`src/rtl/muldiv_seq_pkg.sv`:
```
// Shared encodings for the multiply/divide sequencer: op codes, FSM states and
// the single-step mode select.
package muldiv_seq_pkg;

  typedef enum logic [2:0] {
    MD_NOP   = 3'd0,
    MD_MULT  = 3'd1,
    MD_MULTU = 3'd2,
    MD_DIV   = 3'd3,
    MD_DIVU  = 3'd4,
    MD_MTHI  = 3'd5,
    MD_MTLO  = 3'd6
  } md_op_e;

  typedef enum logic [1:0] {
    MD_IDLE = 2'd0,
    MD_CALC = 2'd1,
    MD_FIX  = 2'd2,
    MD_DONE = 2'd3
  } md_state_e;

  typedef enum logic {
    STEP_MUL = 1'b0,
    STEP_DIV = 1'b1
  } step_mode_e;

  function automatic logic md_is_signed(input logic [2:0] op);
    return (op == MD_MULT) || (op == MD_DIV);
  endfunction

endpackage

```
`src/rtl/muldiv_step.sv`:
```
// One combinational iteration: shift-add multiply step or restoring-divide step
// on a 2*WIDTH accumulator.
module muldiv_step
  import muldiv_seq_pkg::*;
#(
  parameter int unsigned WIDTH = 32
) (
  input  step_mode_e             mode,
  input  logic [2*WIDTH-1:0]     acc,
  input  logic [WIDTH-1:0]       operand,
  output logic [2*WIDTH-1:0]     acc_next,
  output logic [WIDTH-1:0]       part_next
);

  logic [WIDTH:0]   mul_sum;
  logic [WIDTH:0]   div_rem;
  logic [WIDTH:0]   div_diff;
  logic [WIDTH-1:0] div_upper;
  logic             div_qbit;

  always_comb begin
    // Multiply: low half holds the remaining multiplier bits, upper half the partial sum.
    mul_sum   = {1'b0, acc[2*WIDTH-1:WIDTH]} + (acc[0] ? {1'b0, operand} : '0);
    // Divide: remainder shifted left with the next dividend bit brought in.
    div_rem   = acc[2*WIDTH-1:WIDTH-1];
    div_diff  = div_rem - {1'b0, operand};
    div_qbit  = ~div_diff[WIDTH];
    div_upper = div_qbit ? div_diff[WIDTH-1:0] : div_rem[WIDTH-1:0];

    if (mode == STEP_DIV) begin
      acc_next = {div_upper, acc[WIDTH-2:0], div_qbit};
    end else begin
      acc_next = {mul_sum, acc[WIDTH-1:1]};
    end
    part_next = acc_next[2*WIDTH-1:WIDTH];
  end

endmodule

```
`src/rtl/muldiv_seq.sv`:
```
// Iterative multiply/divide sequencer with HI/LO registers; also services
// MTHI/MTLO and holds the pipeline via busy while a multi-cycle op runs.
module muldiv_seq
  import muldiv_seq_pkg::*;
#(
  parameter int unsigned WIDTH = 32
) (
  input  logic             clk,
  input  logic             rst,
  input  logic             pause,
  input  logic             start,
  input  logic [2:0]       op,
  input  logic [WIDTH-1:0] op_a,
  input  logic [WIDTH-1:0] op_b,
  output logic             busy,
  output logic             done,
  output logic [WIDTH-1:0] hi,
  output logic [WIDTH-1:0] lo
);

  localparam int unsigned CntW = $clog2(WIDTH);
  localparam logic [CntW-1:0] LastStep = CntW'(WIDTH - 1);

  md_state_e          state_q;
  logic [CntW-1:0]    cnt_q;
  logic [2*WIDTH-1:0] acc_q;
  logic [WIDTH-1:0]   opnd_q;
  logic [WIDTH-1:0]   part_q;
  step_mode_e         mode_q;
  logic               neg_res_q;
  logic               neg_rem_q;
  logic               busy_q;
  logic               done_q;
  logic [WIDTH-1:0]   hi_q;
  logic [WIDTH-1:0]   lo_q;

  logic               op_signed;
  logic               a_neg;
  logic               b_neg;
  logic [WIDTH-1:0]   a_mag;
  logic [WIDTH-1:0]   b_mag;
  logic [2*WIDTH-1:0] prod_fix;
  logic [WIDTH-1:0]   quot_fix;
  logic [WIDTH-1:0]   rem_fix;
  logic [2*WIDTH-1:0] step_acc;
  logic [WIDTH-1:0]   step_part;

  muldiv_step #(
    .WIDTH(WIDTH)
  ) u_step (
    .mode     (mode_q),
    .acc      (acc_q),
    .operand  (opnd_q),
    .acc_next (step_acc),
    .part_next(step_part)
  );

  always_comb begin
    op_signed = md_is_signed(op);
    a_neg     = op_signed & op_a[WIDTH-1];
    b_neg     = op_signed & op_b[WIDTH-1];
    a_mag     = a_neg ? -op_a : op_a;
    b_mag     = b_neg ? -op_b : op_b;
    // Sign correction applied on the way into HI/LO.
    prod_fix  = neg_res_q ? -acc_q : acc_q;
    quot_fix  = neg_res_q ? -acc_q[WIDTH-1:0] : acc_q[WIDTH-1:0];
    rem_fix   = neg_rem_q ? -part_q : part_q;
  end

  always_ff @(posedge clk or posedge rst) begin
    if (rst) begin
      state_q   <= MD_IDLE;
      cnt_q     <= '0;
      acc_q     <= '0;
      opnd_q    <= '0;
      part_q    <= '0;
      mode_q    <= STEP_MUL;
      neg_res_q <= 1'b0;
      neg_rem_q <= 1'b0;
      busy_q    <= 1'b0;
      done_q    <= 1'b0;
      hi_q      <= '0;
      lo_q      <= '0;
    end else if (!pause) begin
      case (state_q)
        MD_IDLE: begin
          busy_q <= 1'b0;
          done_q <= 1'b0;
          if (start) begin
            case (op)
              MD_MULT, MD_MULTU: begin
                acc_q     <= {{WIDTH{1'b0}}, b_mag};
                opnd_q    <= a_mag;
                mode_q    <= STEP_MUL;
                neg_res_q <= a_neg ^ b_neg;
                neg_rem_q <= 1'b0;
                cnt_q     <= '0;
                busy_q    <= 1'b1;
                state_q   <= MD_CALC;
              end
              MD_DIV, MD_DIVU: begin
                busy_q <= 1'b1;
                if (op_b == '0) begin
                  // Divide by zero: no iteration, fixed result straight into HI/LO.
                  hi_q    <= op_a;
                  lo_q    <= '1;
                  done_q  <= 1'b1;
                  state_q <= MD_DONE;
                end else begin
                  acc_q     <= {{WIDTH{1'b0}}, a_mag};
                  opnd_q    <= b_mag;
                  mode_q    <= STEP_DIV;
                  neg_res_q <= a_neg ^ b_neg;
                  neg_rem_q <= a_neg;
                  cnt_q     <= '0;
                  state_q   <= MD_CALC;
                end
              end
              MD_MTHI: hi_q <= op_a;
              MD_MTLO: lo_q <= op_a;
              default: ;
            endcase
          end
        end
        MD_CALC: begin
          acc_q  <= step_acc;
          part_q <= step_part;
          cnt_q  <= cnt_q + 1'b1;
          if (cnt_q == LastStep) begin
            state_q <= MD_FIX;
          end
        end
        MD_FIX: begin
          if (mode_q == STEP_DIV) begin
            hi_q <= rem_fix;
            lo_q <= quot_fix;
          end else begin
            hi_q <= prod_fix[2*WIDTH-1:WIDTH];
            lo_q <= prod_fix[WIDTH-1:0];
          end
          done_q  <= 1'b1;
          state_q <= MD_DONE;
        end
        MD_DONE: begin
          busy_q  <= 1'b0;
          done_q  <= 1'b0;
          state_q <= MD_IDLE;
        end
        default: state_q <= MD_IDLE;
      endcase
    end
  end

  assign busy = busy_q;
  assign done = done_q;
  assign hi   = hi_q;
  assign lo   = lo_q;

endmodule

```
`config.mk`:
```
export PLATFORM = sky130hd
export DESIGN_NAME = muldiv_seq
export DESIGN_NICKNAME = d
export VERILOG_FILES = /design/src/rtl/muldiv_seq_pkg.sv /design/src/rtl/muldiv_step.sv /design/src/rtl/muldiv_seq.sv
export SDC_FILE = /design/constraint.sdc
export NUM_CORES = 1
export LEC_CHECK = 0
export BUFFER_PORTS_ARGS = -buffer_cell sky130_fd_sc_hd__buf_4
export CORE_MARGIN = 1
export CORE_UTILIZATION = 27
export CTS_CLUSTER_DIAMETER = 50
export DETAILED_ROUTE_END_ITERATION = 10
export GPL_TIMING_DRIVEN = 0
export PLACE_DENSITY = 0.39
export SYNTH_ARGS = -nofsm -noshare
export SYNTH_HDL_FRONTEND = slang
export SYNTH_SLANG_ARGS = --single-unit
```
`constraint.sdc`:
```
create_clock -name clk -period 7.5 [get_ports clk]
set_input_delay 0.375 -clock clk [delete_from_list [all_inputs] [get_ports clk]]
set_output_delay 0.375 -clock clk [all_outputs]
set_load 0.005 [all_outputs]
```
==> flow_metrics.env <==
export IMPL_firstDrtPassIters=5
export IMPL_cp_required_ns=7.89
export IMPL_tritoncts="done"
export IMPL_h_tree_depth=2
export IMPL_yosys_top_cells_area="dfrtp_1, o21ai_0, a21oi_1"
export IMPL_path_clk_slew_ns=0.06
export IMPL_vdd_drop_max_mv=0.188
export IMPL_grt_pass1_vias=17600
export IMPL_drc=0
export IMPL_ys_seq_area_frac=0.291
export IMPL_leakagePower_nw=8.85
export IMPL_synth_edf_count=0
export IMPL_clk_path_buf_depth=3
export IMPL_fp_row_count=93
export IMPL_fin_skew_ns=0.0239
export IMPL_layout_nets=2556
export IMPL_fin_cells=3290
export IMPL_overflow=0
export IMPL_p_comb_frac=0.624
export IMPL_fin_hold_ws_ns=0.100
export IMPL_die_area_um2=66000
export IMPL_yosysTopAreaCellShare=0.291
export IMPL_place_congestion=0.966
export IMPL_fin_ws_ns=2.43
export IMPL_path_delay_family="compound AO/OA/AOI/OAI gates"
export IMPL_wl_per_cell_um=27.1
export IMPL_portBuffers=135
export IMPL_slew_headroom=0.153
export IMPL_post_dp_hpwl_um=73000
export IMPL_synth_top_cell_by_area="dfrtp_1"
export IMPL_min_path_type="primary input to flop"
export IMPL_synth_most_common_cell="nand2_1"
export IMPL_ys_flop_type="dfrtp_1"
export IMPL_hold_violations=0
export IMPL_postCtsSetupBuffers=0
export IMPL_clock_root_buffer="clkbuf_16"
export IMPL_clock_latency_ns=0.55
export IMPL_crit_slowest_cell="xnor2_1"
export IMPL_crit_type="flop to flop"
export IMPL_die_height_um=257
export IMPL_via_per_inst=5.49
export IMPL_crit_cells=11
export IMPL_tightest_slew_ns=1.26
export IMPL_initial_core_util=0.272
export IMPL_synth_area_um2=17500
export IMPL_syn_nets=2383
export IMPL_die_w_um=257
export IMPL_grt_pass1_wl_um=128000
export IMPL_synthArstFlopShare=1.00
export IMPL_switchingPower_mw=5.71
export IMPL_drtIter0Drc=1531
export IMPL_path_max_fanout=9
export IMPL_critical_path_max_stage_delay_ns=1.00
export IMPL_tns_ns=0
export IMPL_p_clk_frac=0.159
export IMPL_end_kind="flop"
export IMPL_cp_cell_sequence="ha_1 > clkbuf_1 > a21oi_1 > o21ai_0 > a311oi_1 > o21ai_0 > nand2_1 > xnor2_1 > nand2_1 > a2111oi_0 > o21ai_0"
export IMPL_swShare=0.534
export IMPL_setup_viol=0
export IMPL_coreArea_um2=64300
export IMPL_routed_wl_um=89300
export IMPL_cp_common_cell="o21ai_0"
export IMPL_dp_slack_ns=2.55
export IMPL_finalMaxSlewViolations=0
export IMPL_dp_cells=3227
export IMPL_antenna_found_initial=0
export IMPL_max_cap_violations=0
export IMPL_status="complete, no violations"
export IMPL_clock_sinks=204
export IMPL_crit_path_start_kind="flop"
export IMPL_ant_nets=0
export IMPL_internal_power_mw=4.98
export IMPL_drive_above_1_share=0.120
export IMPL_ios=137
export IMPL_critPathBufInv=1
export IMPL_route_vias_total=18100
export IMPL_avgSynthCellArea_um2=7.84
export IMPL_yosysUniqueCellTypes=81
export IMPL_synth_commonest_cells="nand2_1, o21ai_0, nor2_1"
export IMPL_finalCritPeriodShare=0.676
export IMPL_worstPathArrival_ns=5.46
export IMPL_r2r_cells=11
export IMPL_ys_warn_count=0
export IMPL_areaGrowthSynthToFinish_pct=19.0
export IMPL_numCtsBuffers=34
export IMPL_min_path_cells=2
export IMPL_netlist_instances=2236
export IMPL_cts_resized=0
export IMPL_yosys_register_bits=204
export IMPL_grt_usage=0.265
export IMPL_grt_max_degree=120
export IMPL_rsz0062_at_grt="no"
export IMPL_max_freq_mhz=197
export IMPL_power_density_nw_per_um2=512
export IMPL_seqPwrFrac=0.217
export IMPL_layout_min_cycle_time_ns=5.07
==> layout make-up <==
cell class	instances	area [um^2]
repair buffers	137	1050
diodes	1	2.50
plain buffers	136	558
inverters	71	274
clock buffers	42	922
clock inverters	19	278
well taps	855	1070
fillers	6971	43500
flip-flops and latches	204	5100
multi-input cells	1825	11600
==> cells by family (layout without fill, tap and decap cells) <==
| group | after synthesis | after routing | synth area share |
|---|---|---|---|
| other | 0 | 1 | 0 |
| buffers and inverters | 207 | 405 | 0.0470 |
| adder cells (fa/ha/maj) | 76 | 76 | 0.0551 |
| AO/OA/AOI/OAI | 730 | 730 | 0.260 |
| multiplexers | 92 | 92 | 0.0562 |
| XOR/XNOR | 194 | 194 | 0.0969 |
| flip-flops | 204 | 204 | 0.291 |
| AND/OR/NAND/NOR | 733 | 733 | 0.194 |
==> layer usage <==
| metal | global-route usage | vias up | routed length (um) |
|---|---|---|---|
| met3 | 0.0310 | 115 | 4530 |
| met4 | 0.104 | 0 | 3550 |
| met2 | 0.406 | 625 | 39000 |
| li1 | - | 8473 | - |
| met5 | 0 | - | 0 |
| met1 | 0.378 | 8865 | 42200 |
==> flip-flops by register name (all words and copies together), names as in the netlist <==
signal     count
lo            32
state_q        2
done           1
acc_q         64
neg_rem_q      1
cnt_q          5
neg_res_q      1
part_q        32
hi            32
mode_q         1
busy           1
opnd_q        32
==> final timing paths <==
kind | slack, ns | startpoint | to
worst min-delay path | 0.10 | pause | busy
worst min register to register | 0.48 | cnt_q[3] | cnt_q[3]
max in group asynchronous | 5.96 | rst | opnd_q[10]
worst max register to register | 2.43 | acc_q[44] | acc_q[63]
worst max-delay path | 2.43 | acc_q[44] | acc_q[63]
min in group asynchronous | 0.47 | rst | hi[9]
==> power groups by stage <==
stage          combinational, mW  sequential (mW)  clock [mW]
2_1_floorplan               4.18             2.01           0
3_3_place_gp                6.59             2.32           0
3_5_place_dp                6.57             2.33           0
4_1_cts                     6.60             2.31        1.73
5_1_grt                     7.24             2.39        1.77
6_report                    6.67             2.32        1.70
==> placed cells by master (no fill, tap or decap), types with 12 or more instances in the layout <==
cell / netlist / layout
xor2_1: 96 / 96
o22ai_1: 13 / 13
nor4_1: 16 / 16
buf_4: 6 / 141
nor2b_1: 13 / 13
nand2b_1: 14 / 14
or4_1: 18 / 18
o31ai_1: 38 / 38
clkbuf_1: 110 / 115
o21ai_0: 226 / 226
mux2i_1: 41 / 41
dfrtp_1: 204 / 204
mux2_2: 51 / 51
ha_1: 74 / 74
and3_1: 12 / 12
a31oi_1: 21 / 21
nand3_1: 41 / 41
a22o_1: 18 / 18
a211oi_1: 51 / 51
o221ai_1: 21 / 21
nand2_1: 258 / 258
o41ai_1: 18 / 18
xnor2_1: 98 / 98
o211ai_1: 15 / 15
clkbuf_16: 0 / 35
buf_2: 12 / 12
or3_1: 27 / 27
nand4_1: 19 / 19
and2_1: 18 / 18
inv_1: 70 / 69
nor3_1: 50 / 50
nor2_1: 216 / 216
a21oi_1: 205 / 205
a21o_1: 20 / 20
==> per-stage QoR <==
stage	instance area, um^2	power, mW	util
final	20900	10.7	0.324
after global routing	20900	11.4	0.324
after CTS	20900	10.6	0.324
after detailed placement	19600	8.90	0.305
after global placement	19600	8.90	0.305
after floorplan	17500	6.19	-
==> what timing repair did <==
action	CTS	global route
hold buffers	1	0
setup endpoints to repair	0	0
hold endpoints to repair	85	0
(Power assumes the default switching activity.)
